File: config.mk
export PLATFORM = sky130hd
export DESIGN_NAME = lif_neuron_flat
export DESIGN_NICKNAME = d
export VERILOG_FILES = /design/src/rtl/snn_pkg.sv /design/src/rtl/lif_neuron_if.sv /design/src/rtl/lif_sat_add.sv /design/src/rtl/lif_neuron.sv /design/src/flat_wrapper.sv
export SDC_FILE = /design/constraint.sdc
export NUM_CORES = 1
export LEC_CHECK = 0
export ABC_AREA = 1
export CAP_MARGIN = 40
export CORE_MARGIN = 2
export CORE_UTILIZATION = 57
export CTS_CLUSTER_SIZE = 12
export DETAILED_ROUTE_END_ITERATION = 8
export GPL_TIMING_DRIVEN = 0
export PLACE_DENSITY_LB_ADDON = 0.15
export SLEW_MARGIN = 10
export SYNTH_ARGS = -nofsm -noshare
export SYNTH_HDL_FRONTEND = slang
export SYNTH_SLANG_ARGS = --single-unit
File: constraint.sdc
create_clock -name clk -period 8.53 [get_ports clk]
set_input_delay 1.706 -clock clk [delete_from_list [all_inputs] [get_ports clk]]
set_output_delay 1.706 -clock clk [all_outputs]
set_load 0.05 [all_outputs]
File: src/rtl/snn_pkg.sv
// snn_pkg: shared LIF neuron types, Q-format constant and saturation helper.
package snn_pkg;

    typedef enum logic [1:0] {INTEG, FIRE, REFRAC} lif_state_t;

    localparam int FRAC_W = 7;

    function automatic logic signed [63:0] sat(input logic signed [63:0] x, input int w);
        logic signed [63:0] hi, lo;
        hi = (64'sd1 <<< (w - 1)) - 64'sd1;
        lo = -hi - 64'sd1;
        return x > hi ? hi : x < lo ? lo : x;
    endfunction

endpackage

File: src/rtl/lif_neuron_if.sv
// lif_neuron_if: input handshake plus neuron status outputs.
interface lif_neuron_if #(
    parameter int IN_W  = 8,
    parameter int MEM_W = 12
);
    logic                    in_valid;
    logic                    in_ready;
    logic signed [IN_W-1:0]  in_sum;
    logic signed [MEM_W-1:0] threshold;
    logic                    spike_out;
    logic signed [MEM_W-1:0] mem_pot;
    logic                    refrac;

    modport master (output in_valid, in_sum, threshold, input in_ready, spike_out, mem_pot, refrac);
    modport slave  (input in_valid, in_sum, threshold, output in_ready, spike_out, mem_pot, refrac);
endinterface

File: src/rtl/lif_sat_add.sv
// lif_sat_add: widened leak-and-integrate add with clamp; leak compiled in when LIF_LEAK_EN is defined.
module lif_sat_add
    import snn_pkg::*;
#(
    parameter int IN_W       = 8,
    parameter int MEM_W      = 12,
    parameter int LEAK_SHIFT = 3
) (
    input  logic signed [IN_W-1:0]  in_sum_i,
    input  logic signed [MEM_W-1:0] v_i,
    output logic signed [MEM_W-1:0] sum_o
);
`ifdef LIF_LEAK_EN
    localparam bit LEAK_ON = 1'b1;
`else
    localparam bit LEAK_ON = 1'b0;
`endif
    logic signed [MEM_W+1:0] v_w, shr_w, leak_w, in_w, sum_w;

    assign v_w    = (MEM_W+2)'(v_i);
    assign in_w   = (MEM_W+2)'(in_sum_i);
    assign shr_w  = v_w >>> LEAK_SHIFT;
    assign leak_w = LEAK_ON ? shr_w : '0;
    assign sum_w  = v_w - leak_w + in_w;
    assign sum_o  = MEM_W'(sat(64'(sum_w), MEM_W));
endmodule

File: src/rtl/lif_neuron.sv
// lif_neuron: leaky integrate-and-fire neuron with refractory period; leak enabled by LIF_LEAK_EN.
module lif_neuron
    import snn_pkg::*;
#(
    parameter int IN_W       = 8,
    parameter int MEM_W      = 12,
    parameter int REFRAC_CYC = 4,
    parameter int LEAK_SHIFT = 3
) (
    input logic         clk,
    input logic         rst,
    lif_neuron_if.slave bus
);
    localparam int CW = REFRAC_CYC > 0 ? $clog2(REFRAC_CYC + 1) : 1;

    lif_state_t              state_q;
    logic signed [MEM_W-1:0] v_q, v_d;
    logic [CW-1:0]           cnt_q;
    logic                    spike_q, refrac_q, ready_q;
    logic                    xfer;

    assign xfer          = bus.in_valid && ready_q;
    assign bus.in_ready  = ready_q;
    assign bus.spike_out = spike_q;
    assign bus.refrac    = refrac_q;
    assign bus.mem_pot   = v_q;

    lif_sat_add #(.IN_W(IN_W), .MEM_W(MEM_W), .LEAK_SHIFT(LEAK_SHIFT)) u_add (
        .in_sum_i (bus.in_sum),
        .v_i      (v_q),
        .sum_o    (v_d)
    );

    // Integrate on transfer, fire for one cycle, then hold off input for the refractory count.
    always_ff @(posedge clk or posedge rst) begin
        if (rst) begin
            state_q  <= INTEG;
            v_q      <= '0;
            cnt_q    <= '0;
            spike_q  <= 1'b0;
            refrac_q <= 1'b0;
            ready_q  <= 1'b1;
        end else begin
            case (state_q)
                INTEG: if (xfer) begin
                    v_q <= v_d;
                    if (v_d >= bus.threshold) begin
                        state_q  <= FIRE;
                        spike_q  <= 1'b1;
                        refrac_q <= 1'b1;
                        ready_q  <= 1'b0;
                    end
                end
                FIRE: begin
                    spike_q <= 1'b0;
                    v_q     <= '0;
                    if (REFRAC_CYC == 0) begin
                        state_q  <= INTEG;
                        refrac_q <= 1'b0;
                        ready_q  <= 1'b1;
                    end else begin
                        state_q <= REFRAC;
                        cnt_q   <= CW'(REFRAC_CYC);
                    end
                end
                REFRAC: if (cnt_q == CW'(1)) begin
                    state_q  <= INTEG;
                    cnt_q    <= '0;
                    refrac_q <= 1'b0;
                    ready_q  <= 1'b1;
                end else begin
                    cnt_q <= cnt_q - CW'(1);
                end
                default: state_q <= INTEG;
            endcase
        end
    end
endmodule
File: src/flat_wrapper.sv
// flat-port wrapper written by rule: the top's interface ports become plain ports
module lif_neuron_flat import snn_pkg::*;
#(
    parameter int IN_W       = 8,
    parameter int MEM_W      = 12,
    parameter int REFRAC_CYC = 4,
    parameter int LEAK_SHIFT = 3
)
  (clk, rst, bus_in_valid, bus_in_sum, bus_threshold, bus_in_ready, bus_spike_out, bus_mem_pot, bus_refrac);
  lif_neuron_if #(.IN_W(IN_W), .MEM_W(MEM_W)) bus_i ();
  input logic clk;
  input logic rst;
  input wire logic [$bits(bus_i.in_valid)-1:0] bus_in_valid;
  input wire logic [$bits(bus_i.in_sum)-1:0] bus_in_sum;
  input wire logic [$bits(bus_i.threshold)-1:0] bus_threshold;
  output wire logic [$bits(bus_i.in_ready)-1:0] bus_in_ready;
  output wire logic [$bits(bus_i.spike_out)-1:0] bus_spike_out;
  output wire logic [$bits(bus_i.mem_pot)-1:0] bus_mem_pot;
  output wire logic [$bits(bus_i.refrac)-1:0] bus_refrac;
  assign bus_i.in_valid = bus_in_valid;
  assign bus_i.in_sum = bus_in_sum;
  assign bus_i.threshold = bus_threshold;
  assign bus_in_ready = bus_i.in_ready;
  assign bus_spike_out = bus_i.spike_out;
  assign bus_mem_pot = bus_i.mem_pot;
  assign bus_refrac = bus_i.refrac;
  lif_neuron #(.IN_W(IN_W), .MEM_W(MEM_W), .REFRAC_CYC(REFRAC_CYC), .LEAK_SHIFT(LEAK_SHIFT)) u_core (.clk(clk), .rst(rst), .bus(bus_i));
endmodule
# Word-level counts from Yosys, hierarchy flattened
# Cells that the tools add are included.
dict set report word_totals {
  regBits 20
  in_bits 23
  out_inout_bits 15
  wordCells 45
}
dict set report classes {
  addsub 2
  magnitude_cmp 3
  eq_ne 6
  mux 19
  reduce_logical 9
}
# cell n
set op_table {}
lappend op_table {{$mux W12} 3}
lappend op_table {{$pmux W12 S2} 1}
lappend op_table {{$add A12 B8 Y13} 1}
lappend op_table {{$gt A13 B12 Y1 const B} 1}
lappend op_table {{$lt A13 B12 Y1 const B} 1}
lappend op_table {{$ge A12 B12 Y1} 1}
lappend op_table {{$mux W1} 6}
lappend op_table {{$mux W2} 3}
lappend op_table {{$ne A2 B1 Y1 const B} 3}
lappend op_table {{$pmux W1 S2} 3}
lappend op_table {{$pmux W2 S3} 1}
lappend op_table {{$pmux W3 S2} 1}
lappend op_table {{$reduce_and A3 Y1} 2}
lappend op_table {{$reduce_bool A2 Y1} 3}
lappend op_table {{$reduce_and A4 Y1} 1}
lappend op_table {{$eq A3 B1 Y1 const B} 1}
lappend op_table {{$mux W3} 1}
lappend op_table {{$sub A3 B1 Y3 const B} 1}
lappend op_table {{$eq A2 B1 Y1 const B} 1}
lappend op_table {{$eq A2 B2 Y1 const B} 1}
lappend op_table {{$logic_not A2 Y1} 1}
lappend op_table {{$reduce_and A2 Y1} 1}
lappend op_table {{$logic_and A1 B1 Y1} 1}

# Longest topological paths before layout
# Gate-level depths: netlist (run 1).
dict set report logic_depth {
  depth_word 8
  ltp_mapped 28
}

# Cells and area by module
# A second synthesis (run 1) with hierarchy kept.
dict set report hier_totals {
  cells_unflattened 305
  hier_area_um2 2060.7
}
# module n_inst cells_per_inst area_each_um2
set by_module_without_submodules {}
lappend by_module_without_submodules {lif_neuron 1 169 1338.8}
lappend by_module_without_submodules {lif_sat_add 1 136 721.9}

# Worst setup path after synthesis (run 1)
# No wires, ideal clock.
dict set report synth_timing {
  path_kind {input to register}
  startpoint {input port bus_in_sum[0]}
  endpoint {register u_core.spike_q (netlist: u_core.bus.spike_out)}
  setup_time_ns 0.083
  arrival_time_ns 4.288
  t_required_ns 8.447
  setup_slack_ns 4.159
  stages 25
  path_buffers 1
  path_cell_list {ha_1 > inv_1 > fa_1 > inv_1 > nand3_1 > nand2_2 > nand2_1 > nand2_2 > nand2_2 > nand2_1 > nand2_1 > nand2_2 > nand2_4 > buf_6 > nand2_2 > nand2_2 > ha_1 > a21o_1 > a21oi_1 > nand3_1 > nand2_1 > nand4_1 > nand2_1 > nand2_1 > o21ai_0}
}
dict set report synth_via {
  elab_chain_cells 7
  elab_cells_between_ends 8
}
# element line
set synth_rtl {}
lappend synth_rtl {{start: declaration} flat_wrapper.sv:14} ;# input wire logic [$bits(bus_i.in_sum)-1:0] bus_in_sum;
lappend synth_rtl {{$add A12 B8 Y13 (*)} lif_sat_add.sv:24} ;# assign sum_w = v_w - leak_w + in_w;
lappend synth_rtl {{$lt A13 B12 Y1} snn_pkg.sv:12} ;# return x > hi ? hi : x < lo ? lo : x;
lappend synth_rtl {{$mux W12} snn_pkg.sv:12}
lappend synth_rtl {{$mux W12 (*)} snn_pkg.sv:12}
lappend synth_rtl {{$ge A12 B12 Y1 (*)} lif_neuron.sv:47} ;# if (v_d >= bus.threshold) begin
lappend synth_rtl {{$ne A2 B1 Y1 (no line) (*)} -}
lappend synth_rtl {{$reduce_and A3 Y1 (no line) (*)} -}
lappend synth_rtl {{end signal: assignment} lif_neuron.sv:40} ;# spike_q <= 1'b0;
lappend synth_rtl {{end signal: assignment} lif_neuron.sv:49} ;# spike_q <= 1'b1;
lappend synth_rtl {{end signal: assignment} lif_neuron.sv:55} ;# spike_q <= 1'b0;
lappend synth_rtl {{end: declaration} lif_neuron.sv:19} ;# logic spike_q, refrac_q, ready_q;
# Mark *: on every way between the ends. The rest lies on a longest branch, timed or not.
# A chain may end at the register's enable or synchronous reset.

# Final worst setup path (run 1)
# Same ends and word-level chain as after synthesis.

==> summary.md, run 1 <==
| Metric | Value |
|---|---|
| Post-route setup slack | 3.60 ns |
| Buffers on Ports | 37 |
| CP arrival | 5.12 ns |
| Reg-to-Reg End | u_core.bus.spike_out |
| Post-synth top area share | 22.9% |
| Antenna violations before repair | 0 |
| Vias in the first global route | 1934 |
| Sum of buffers and inverters on the critical path | 4 |
| Pleak | 1.47 nW |
| Worst vdd ir | 0.0795 mV |
| Critical Path End Type | flip-flop |
| Status | finished, final reports clean |
| Dpl hpwl | 3.77 mm |
| Final Non-Filler Cells | 401 |
| Synth area leaders | dfrtp_1, nand2_1, ha_1, inv_1, nand3_1 |
| Syn Area/Cell | 6.63 µm² |
| Maximum fanout along the worst path | 10 |
| Sequential fraction of the synthesis area | 24.1% |
| Hold Path Origin | u_core.bus.in_ready |
| DIE AREA | 4150 µm² |
| CTS tree | yes |
| Post-CTS Setup Inserts | 0 |
| Cts hold-fix bufs | 0 |
| RSZ-0062 raised after global routing | no |
| Worst hold stages | 2 |
| Sum Neg Setup Slack | 0 ns |
| Flop2flop setup slack | 5.03 ns |
| First-pass GRT wire length | 7.98 mm |
| Max frequency | 0.203 GHz |
| Drt total wl | 4.56 mm |
| Clk buf depth | 2 |
| Share of layout cells above drive strength 1 | 7.89% |
| Transition time of the tightest slew-check pin | 0.793 ns |
| Pins Over Slew Limit | 0 |
| Vias/cell | 5.08 |
| TritonCTS Sinks | 20 |
| Worst path required time | 8.72 ns |
| Worst clock skew | 0.00589 ns |
| IO Count | 38 |
| GRT Resource Usage Total | 24.2% |
| Largest net degree at the start of global routing | 21 |
| Final Cycle Share | 57.8% |
| Initial core utilization | 60.9% |
| Hold slack | 0.482 ns |
| # diodes | 0 |
| Max stage delay on crit path | 0.45 ns |
| DRC errors left | 0 |
| Area delta synth->final | 22.3% |
| Delay-heaviest family, CP | simple AND/OR/NAND/NOR gates |
| Reg-to-Reg Start | u_core.bus.mem_pot[0] |
| Commonest non-fill, non-tap cell in the layout | nand2_1 |
| Mapped cell area | 2080 µm² |
| DP Worst Slack | 3.28 ns |
| Crit path launch type | input port |
| Core area | 3420 µm² |
| DRT Pass-1 Iters | 4 |
| CTS buffer count | 3 |
| Finish-stage setup viols | 0 |
| R2r worst-path depth | 24 |
| Hold Path Sink | u_core.bus.in_ready |
| Top cell by count, worst path | nand2_2 |
| Max-slew headroom | 47.1% |
| Min cycle time layout | 4.93 ns |
| Most frequent cells in the layout | nand2_1, inv_1, clkdlybuf4s50_1 |
| Drt wl/cell | 11.4 µm |
| Clock latency on the worst-skew pair | 0.30 ns |
| Hold Path Class | reg -> reg |
| Die Height | 64.4 µm |
| Syn nets | 368 |
| Clk root buf | clkbuf_4 |
| H-tree lvl count | 1 |
| Post-synthesis register bit count | 20 |
| Antenna-violating nets left | 0 |
| Final net count | 410 |
| Netlist cell types | 28 |
| Routability cong. | 0.815 |
| DRT iter0 DRCs | 146 |
| Grt ovf | 0 |
| Die extent in x | 64.4 µm |
| # placed instances | 397 |
| Row count | 21 |
| Final Hold Fails | 0 |
| Vias | 2039 |
| Slowest CP cell | clkdlybuf4s50_1 |
| Yosys warns | 0 |
| Pwr Density | 80.4 nW/µm² |
| Kind of critical path | in -> reg |
| Post-Synthesis Cells | 314 |
| Post_cts resized | 0 |
| Largest area contributor in the synthesized netlist | dfrtp_1 |
| CTS clk-pin slew, worst paths | 0.12 ns |
| MaxCap Viol Count | 0 |
| FILL cells | 281 |
-- layer usage --
layer	GRT usage, %	vias up	routed length [µm]
met5	0	-	0
met4	9.31	0	87
met3	2.78	9	159
met2	43.0	41	2250
met1	30.0	923	2070
li1	-	1066	-
-- tightest hold or removal path, cell delays in order (launching register included) --
cell	delay (ns)
dfstp_2	0.40
nand2_1	0.06
nand2_1	0.04
-- report_power, final --
group	internal [mW]	switching, mW
clock	0.0260	0.0298
combinational	0.0247	0.0293
sequential	0.0948	0
-- layout make-up --
class                           count  area (µm²)  area share (%)
Multi-Input combinational cell    237        1350            53.0
Sequential cell                    20         502            19.7
Timing Repair Buffer               37         370            14.6
Inverter                           53         199            7.82
Tap cell                           46        57.6            2.26
Clock buffer                        4        36.3            1.43
Buffer                              4        31.3            1.23
-- flip-flops by register name, indices dropped and copies added (netlist names) --
signal and flops:
u_core.cnt_q 3, u_core.state_q 2, u_core.bus.refrac 1, u_core.bus.in_ready 1
u_core.bus.spike_out 1, u_core.bus.mem_pot 12
-- cells by family after synthesis --
group	Yosys count	share of synthesized area [%]
AO/OA/AOI/OAI	23	6.25
XOR/XNOR	7	2.95
adder cells (fa/ha/maj)	31	19.0
buffers and inverters	57	11.1
flip-flops	20	24.1
AND/OR/NAND/NOR	176	36.6
-- how the worst max path moves through the flow --
stage | slack (ns) | cells after the start | to | start
floorplan | 4.16 | 25 | u_core.bus.spike_out | bus_in_sum[0]
global placement | 3.33 | 25 | u_core.bus.spike_out | bus_in_sum[0]
detailed placement | 3.28 | 25 | u_core.bus.spike_out | bus_in_sum[0]
CTS | 3.61 | 25 | u_core.bus.spike_out | bus_in_sum[0]
global route | 3.26 | 26 | u_core.bus.spike_out | bus_in_sum[0]
finish | 3.60 | 25 | u_core.bus.spike_out | bus_in_sum[0]
-- Yosys cell counts --
cell / number
dfstp_2: 1
o21ai_0: 6
fa_1: 1
inv_1: 53
buf_6: 2
a21oi_2: 1
buf_2: 1
nand2_2: 14
nand2_1: 116
nor2_1: 12
nor2_2: 1
xor2_1: 3
a21o_1: 1
nand4_1: 7
clkbuf_1: 1
a21oi_1: 11
nor3_1: 3
nand2_4: 1
dfrtp_1: 19
ha_1: 30
o21bai_1: 1
nand3_1: 19
xnor2_1: 4
o22ai_1: 1
a31oi_1: 1
nand3_2: 1
a22o_1: 1
or2_2: 2
-- through the flow --
stage	util, %	instance area [µm²]	power [mW]
6_report	74.5	2540	0.205
5_1_grt	74.5	2540	0.218
4_1_cts	74.5	2540	0.206
3_5_place_dp	73.4	2510	0.150
3_3_place_gp	73.4	2510	0.149
2_1_floorplan	-	2080	0.132
Power figures use the tool's default switching activity.
==> inputs of run 2 (changes only) <==
--- a/config.mk
+++ b/config.mk
@@ -8,7 +8,7 @@
 export ABC_AREA = 1
 export CAP_MARGIN = 40
 export CORE_MARGIN = 2
-export CORE_UTILIZATION = 57
+export CORE_UTILIZATION = 48
 export CTS_CLUSTER_SIZE = 12
 export DETAILED_ROUTE_END_ITERATION = 8
 export GPL_TIMING_DRIVEN = 0
==> constraint.sdc (replaced) <==
create_clock -name clk -period 4 [get_ports clk]
set_input_delay 0.8 -clock clk [delete_from_list [all_inputs] [get_ports clk]]
set_output_delay 0.8 -clock clk [all_outputs]
set_load 0.05 [all_outputs]
==> run 2 against run 1 <==
Against the previous run:
- flip-flop and latch count stayed put
- worst hold slack worse by 0.0072 ns
- setup slack worse by 3.3 ns
- non-clock buffer count is 8 higher
- core utilization is 7.5 points lower
- first-iteration DRC count is 58% lower
- power grew to 2.6 times the previous value
- cell area is 7.6% higher
- clock skew is 0.0037 ns lower
- critical endpoint is now u_core.state_q[1]
- largest cell class unchanged
- largest power group is now clock
==> summary.md, run 2 (synthesis results as in run 1) <==
| Metric | Value |
|---|---|
| Pleak | 1.55 nW |
| Max frequency | 0.270 GHz |
| H-tree lvl count | 1 |
| Clk pwr share | 38.9% |
| Int Pwr | 0.397 mW |
| Hold slack | 0.475 ns |
| CTS clk-pin slew, worst paths | 0.08 ns |
| Dpl hpwl | 3.74 mm |
| DP Worst Slack | -0.295 ns |
| Reg area | 502 µm² |
| Max-slew headroom | 62.4% |
| Core area | 4090 µm² |
| Slowest CP cell | clkdlybuf4s50_1 |
| First-pass GRT wire length | 8.00 mm |
| GRT Resource Usage Total | 19.8% |
| Vias in the first global route | 1843 |
| Switching share of power | 26.4% |
| DRT iter0 DRCs | 61 |
| Comb power frac | 23.7% |
| Delay-heaviest family, CP | simple AND/OR/NAND/NOR gates |
| Max Used Layer | met4 |
| Share of power burned in registers | 37.4% |
| IO Count | 38 |
| Clk root buf | clkbuf_8 |
| Clock latency on the worst-skew pair | 0.27 ns |
| Worst clock skew | 0.00216 ns |
| Hold Path Class | reg -> reg |
| Grt ovf | 0 |
| DIE AREA | 4880 µm² |
| Final net count | 418 |
| Row count | 23 |
| Worst vdd ir | 0.137 mV |
| Buffers on Ports | 37 |
| # diodes | 0 |
| Cts hold-fix bufs | 0 |
| Antenna-violating nets left | 0 |
| Finish-stage setup viols | 0 |
| Sum of buffers and inverters on the critical path | 6 |
| Vias/cell | 4.79 |
| Met1 wire length | 2.24 mm |
| Core Util, Final | 67.0% |
| Drt wl/cell | 11.3 µm |
| Top cell by count, worst path | nand2_1 |
| Final Cycle Share | 92.7% |
| WL met2 | 2.26 mm |
| Die extent in x | 69.8 µm |
| FILL cells | 367 |
| TritonCTS Sinks | 20 |
| Area delta synth->final | 31.6% |
| Clk buf depth | 2 |
| DRC errors left | 0 |
| Min cycle time layout | 3.71 ns |
| Footprint of the multi-input gates | 1410 µm² |
| Status | finished, final reports clean |
| Pins Over Slew Limit | 0 |
| Die Height | 69.8 µm |
| RSZ-0062 raised after global routing | no |
| Crit path launch type | input port |
| Routability cong. | 0.830 |
| Initial core utilization | 50.9% |
| Share of layout cells above drive strength 1 | 14.6% |
| Met3 wire len | 112 µm |
| Transition time of the tightest slew-check pin | 0.564 ns |
| Final Hold Fails | 0 |
| Switch Pwr | 0.142 mW |
| CTS buffer count | 3 |
| DRT Pass-1 Iters | 4 |
| Pwr Density | 197 nW/µm² |
| CTS tree | yes |
| MaxCap Viol Count | 0 |
| Commonest non-fill, non-tap cell in the layout | nand2_1 |
| Kind of critical path | in -> reg |
| Drt total wl | 4.65 mm |
| Critical Path End Type | flip-flop |
| Most frequent cells in the layout | nand2_1, inv_1, clkdlybuf4s50_1 |
| Max FFs per register | 12 |
| Maximum fanout along the worst path | 8 |
| Largest net degree at the start of global routing | 19 |
| Post-route setup slack | 0.292 ns |
| CP arrival | 3.92 ns |
| Antenna violations before repair | 0 |
| Vias | 1978 |
| Max stage delay on crit path | 0.51 ns |
| Worst path required time | 4.21 ns |
## run 2: final timing paths
kind / start / end / slack, ns / cells after the start
min in group asynchronous: rst / u_core.bus.mem_pot[9] / 0.72 / 2
hold / removal: u_core.bus.in_ready / u_core.bus.in_ready / 0.48 / 2
max in group asynchronous: rst / u_core.bus.in_ready / 2.86 / 3
setup reg to reg: u_core.bus.mem_pot[0] / u_core.state_q[1] / 0.81 / 26
hold reg to reg: u_core.bus.in_ready / u_core.bus.in_ready / 0.48 / 2
setup / recovery: bus_in_sum[7] / u_core.state_q[1] / 0.29 / 27
## run 2: power by group through the flow
stage,logic [mW],clock network [mW],registers [mW]
floorplan,0.0751,0,0.206
global placement,0.112,0,0.206
detailed placement,0.117,0,0.206
CTS,0.118,0.211,0.202
global route,0.144,0.218,0.202
finish,0.128,0.210,0.202
## run 2: final cells by class
class                           count  share of cell area (%)
Timing Repair Buffer               45                    16.7
Tap cell                           50                    2.28
Clock buffer                        3                    1.51
Sequential cell                    20                    18.3
Inverter                           53                    7.26
Multi-Input combinational cell    237                    51.6
Buffer                              4                    1.28
Clock inverter                      1                    1.10
## run 2: repair_timing
action | 4_1_cts | 5_1_grt
cloned | 0 | 0
setup buffers | 2 | 5
pin swaps | 2 | 8
endpoints found under the setup margin | 5 | 5
resized for setup | 1 | 23
## run 2: worst min-delay path: cells and delay by family (launching register included)
family | cells | cell delay [ns]
AND/OR/NAND/NOR | 2 | 0.10
flip-flops | 1 | 0.38
## run 2: layer usage
metal | track usage [%] | vias up
met1 | 26.2 | 873
li1 | - | 1083
met4 | 4.06 | 0
met3 | 1.45 | 4
met2 | 35.1 | 18
met5 | 0 | -
## run 2: stage by stage
| stage | cells | total power [mW] | setup TNS, ns | instance area [µm²] |
|---|---|---|---|---|
| 3_5_place_dp | 402 | 0.323 | -1.41 | 2540 |
| 3_3_place_gp | 401 | 0.318 | -1.31 | 2510 |
| 4_1_cts | 408 | 0.531 | 0 | 2630 |
| 6_report | 413 | 0.539 | 0 | 2740 |
| 2_1_floorplan | 314 | 0.281 | 0 | 2080 |
| 5_1_grt | 413 | 0.564 | 0 | 2740 |
==> inputs of run 3 (changes only) <==
--- a/config.mk
+++ b/config.mk
@@ -7,8 +7,10 @@
 export LEC_CHECK = 0
 export ABC_AREA = 1
 export CAP_MARGIN = 40
+export CELL_PAD_IN_SITES_DETAIL_PLACEMENT = 1
+export CELL_PAD_IN_SITES_GLOBAL_PLACEMENT = 1
 export CORE_MARGIN = 2
-export CORE_UTILIZATION = 48
+export CORE_UTILIZATION = 34
 export CTS_CLUSTER_SIZE = 12
 export DETAILED_ROUTE_END_ITERATION = 8
 export GPL_TIMING_DRIVEN = 0
==> run 3 against run 2 <==
Against the previous run:
- clock power shrank 3%
- cell area grew 3.2%
- die area grew 39%
- count of clock-buffer cells in the layout is the same
- combinational power grew 12%
- core utilization shrank 19 points
- critical path depth grew 2
- critical endpoint unchanged
- largest cell class unchanged
==> summary.md, run 3 (synthesis results as in run 1) <==
| Metric | Value |
|---|---|
| Busiest metal layer after global routing | met2 |
| Commonest non-fill, non-tap cell in the layout | nand2_1 |
| Met1 Use GR | 24.5% |
| Max frequency | 0.269 GHz |
| Sum Neg Setup Slack | 0 ns |
| Clk pwr share | 37.1% |
| Hold slack | 0.483 ns |
| Finish-stage setup viols | 0 |
| Largest net degree at the start of global routing | 21 |
| Routability cong. | 0.748 |
| Min cycle time layout | 3.72 ns |
| Critical Path End Type | flip-flop |
| MaxCap Viol Count | 0 |
| Post-route design area | 2830 µm² |
| DRC errors left | 0 |
| Kind of critical path | in -> reg |
| Slowest CP cell | clkdlybuf4s50_1 |
| Clk root buf | clkbuf_8 |
| # diodes | 0 |
| CTS tree | yes |
| Crit path launch type | input port |
| Core area | 5920 µm² |
| DRT iter0 DRCs | 42 |
| Drt total wl | 6.12 mm |
| Buffers on Ports | 37 |
| Area delta synth->final | 35.9% |
| GRT Resource Usage Total | 18.9% |
| Dpl hpwl | 4.69 mm |
| Worst vdd ir | 0.126 mV |
| TritonCTS Sinks | 20 |
| CP arrival | 3.88 ns |
| Maximum fanout along the worst path | 7 |
| Pins Over Slew Limit | 0 |
| Core Util, Final | 47.8% |
| Antenna-violating nets left | 0 |
| CTS clk-pin slew, worst paths | 0.09 ns |
| FILL cells | 777 |
| Status | finished, final reports clean |
| Final Cycle Share | 92.9% |
| Worst path required time | 4.16 ns |
| Hold Path Class | reg -> reg |
| Drt wl/cell | 13.9 µm |
| Top cell by count, worst path | nand2_2 |
| Grt ovf | 0 |
| Switch Pwr | 0.146 mW |
| Placed Area | 2540 µm² |
| Transition time of the tightest slew-check pin | 0.795 ns |
| Share of layout cells above drive strength 1 | 15.3% |
| Met2 Use GR | 33.6% |
| CTS buffer count | 3 |
| Clk buf depth | 2 |
| Clock latency on the worst-skew pair | 0.26 ns |
| Max stage delay on crit path | 0.48 ns |
| Comb power frac | 26.1% |
| DRT Pass-1 Iters | 4 |
| Initial core utilization | 35.1% |
| First-pass GRT wire length | 9.88 mm |
| Antenna violations before repair | 0 |
| Final net count | 420 |
| Final Hold Fails | 0 |
| Final Non-Filler Cells | 440 |
| Post-route setup slack | 0.285 ns |
| Vias/cell | 4.83 |
| Pleak | 1.58 nW |
| Vias | 2124 |
| Total design power | 0.549 mW |
| H-tree lvl count | 1 |
| Int Pwr | 0.402 mW |
| Share of power burned in registers | 36.8% |
| RSZ-0062 raised after global routing | no |
| Most frequent cells in the layout | nand2_1, inv_1, clkdlybuf4s50_1 |
| Row count | 28 |
| Switching share of power | 26.7% |
| Die extent in x | 82.2 µm |
| Max-slew headroom | 46.9% |
| Met3 GRT Util | 1.63% |
| Pwr Density | 194 nW/µm² |
| Die Height | 82.2 µm |
| Worst clock skew | 0.0123 ns |
| Cts hold-fix bufs | 0 |
| DIE AREA | 6760 µm² |
| IO Count | 38 |
| DP Worst Slack | -0.551 ns |
| Max FFs per register | 12 |
| Vias in the first global route | 2193 |
| # placed instances | 426 |
==> run 3: layer usage <==
layer | wire, µm | up-vias | part of all wire [%]
met2 | 3130 | 23 | 51
met1 | 2820 | 1006 | 46
met3 | 92 | 6 | 1.5
li1 | - | 1089 | -
met4 | 82 | 0 | 1.3
met5 | 0 | - | 0
==> run 3: area by class of cell <==
type | instances | area (µm²) | area share (%)
Multi-Input combinational cell | 237 | 1430 | 50.7
Sequential cell | 20 | 502 | 17.7
Timing Repair Buffer | 47 | 489 | 17.3
Inverter | 53 | 199 | 7.04
Tap cell | 75 | 93.8 | 3.32
Clock buffer | 3 | 41.3 | 1.46
Buffer | 4 | 38.8 | 1.37
Clock inverter | 1 | 30.0 | 1.06
==> run 3: final timing paths <==
kind,from,endpoint,slack (ns),cells past startpoint
worst max-delay path,bus_in_sum[1],u_core.state_q[1],0.28,29
worst min-delay path,u_core.bus.refrac,u_core.bus.refrac,0.48,2
worst max register to register,u_core.bus.mem_pot[0],u_core.state_q[1],0.70,29
worst min register to register,u_core.bus.refrac,u_core.bus.refrac,0.48,2
max in group asynchronous,rst,u_core.bus.mem_pot[3],2.50,2
min in group asynchronous,rst,u_core.bus.mem_pot[9],0.99,2
==> run 3: power by group through the flow <==
stage	combinational, mW	sequential (mW)	clock, mW
5_1_grt	0.160	0.202	0.219
6_report	0.143	0.202	0.204
4_1_cts	0.124	0.202	0.211
3_3_place_gp	0.116	0.206	0
2_1_floorplan	0.0751	0.206	0
3_5_place_dp	0.120	0.206	0
==> run 3: critical path, delay by kind of cell <==
kind | cells | cell delay [ns]
adder cells (fa/ha/maj) | 2 | 0.59
buffers and inverters | 6 | 0.95
AND/OR/NAND/NOR | 21 | 1.53
==> run 3: what timing repair did <==
action	CTS	global route
pin swaps	2	7
buffers inserted	4	4
gates cloned	0	2
resized for setup	2	26
setup endpoints to repair	5	5
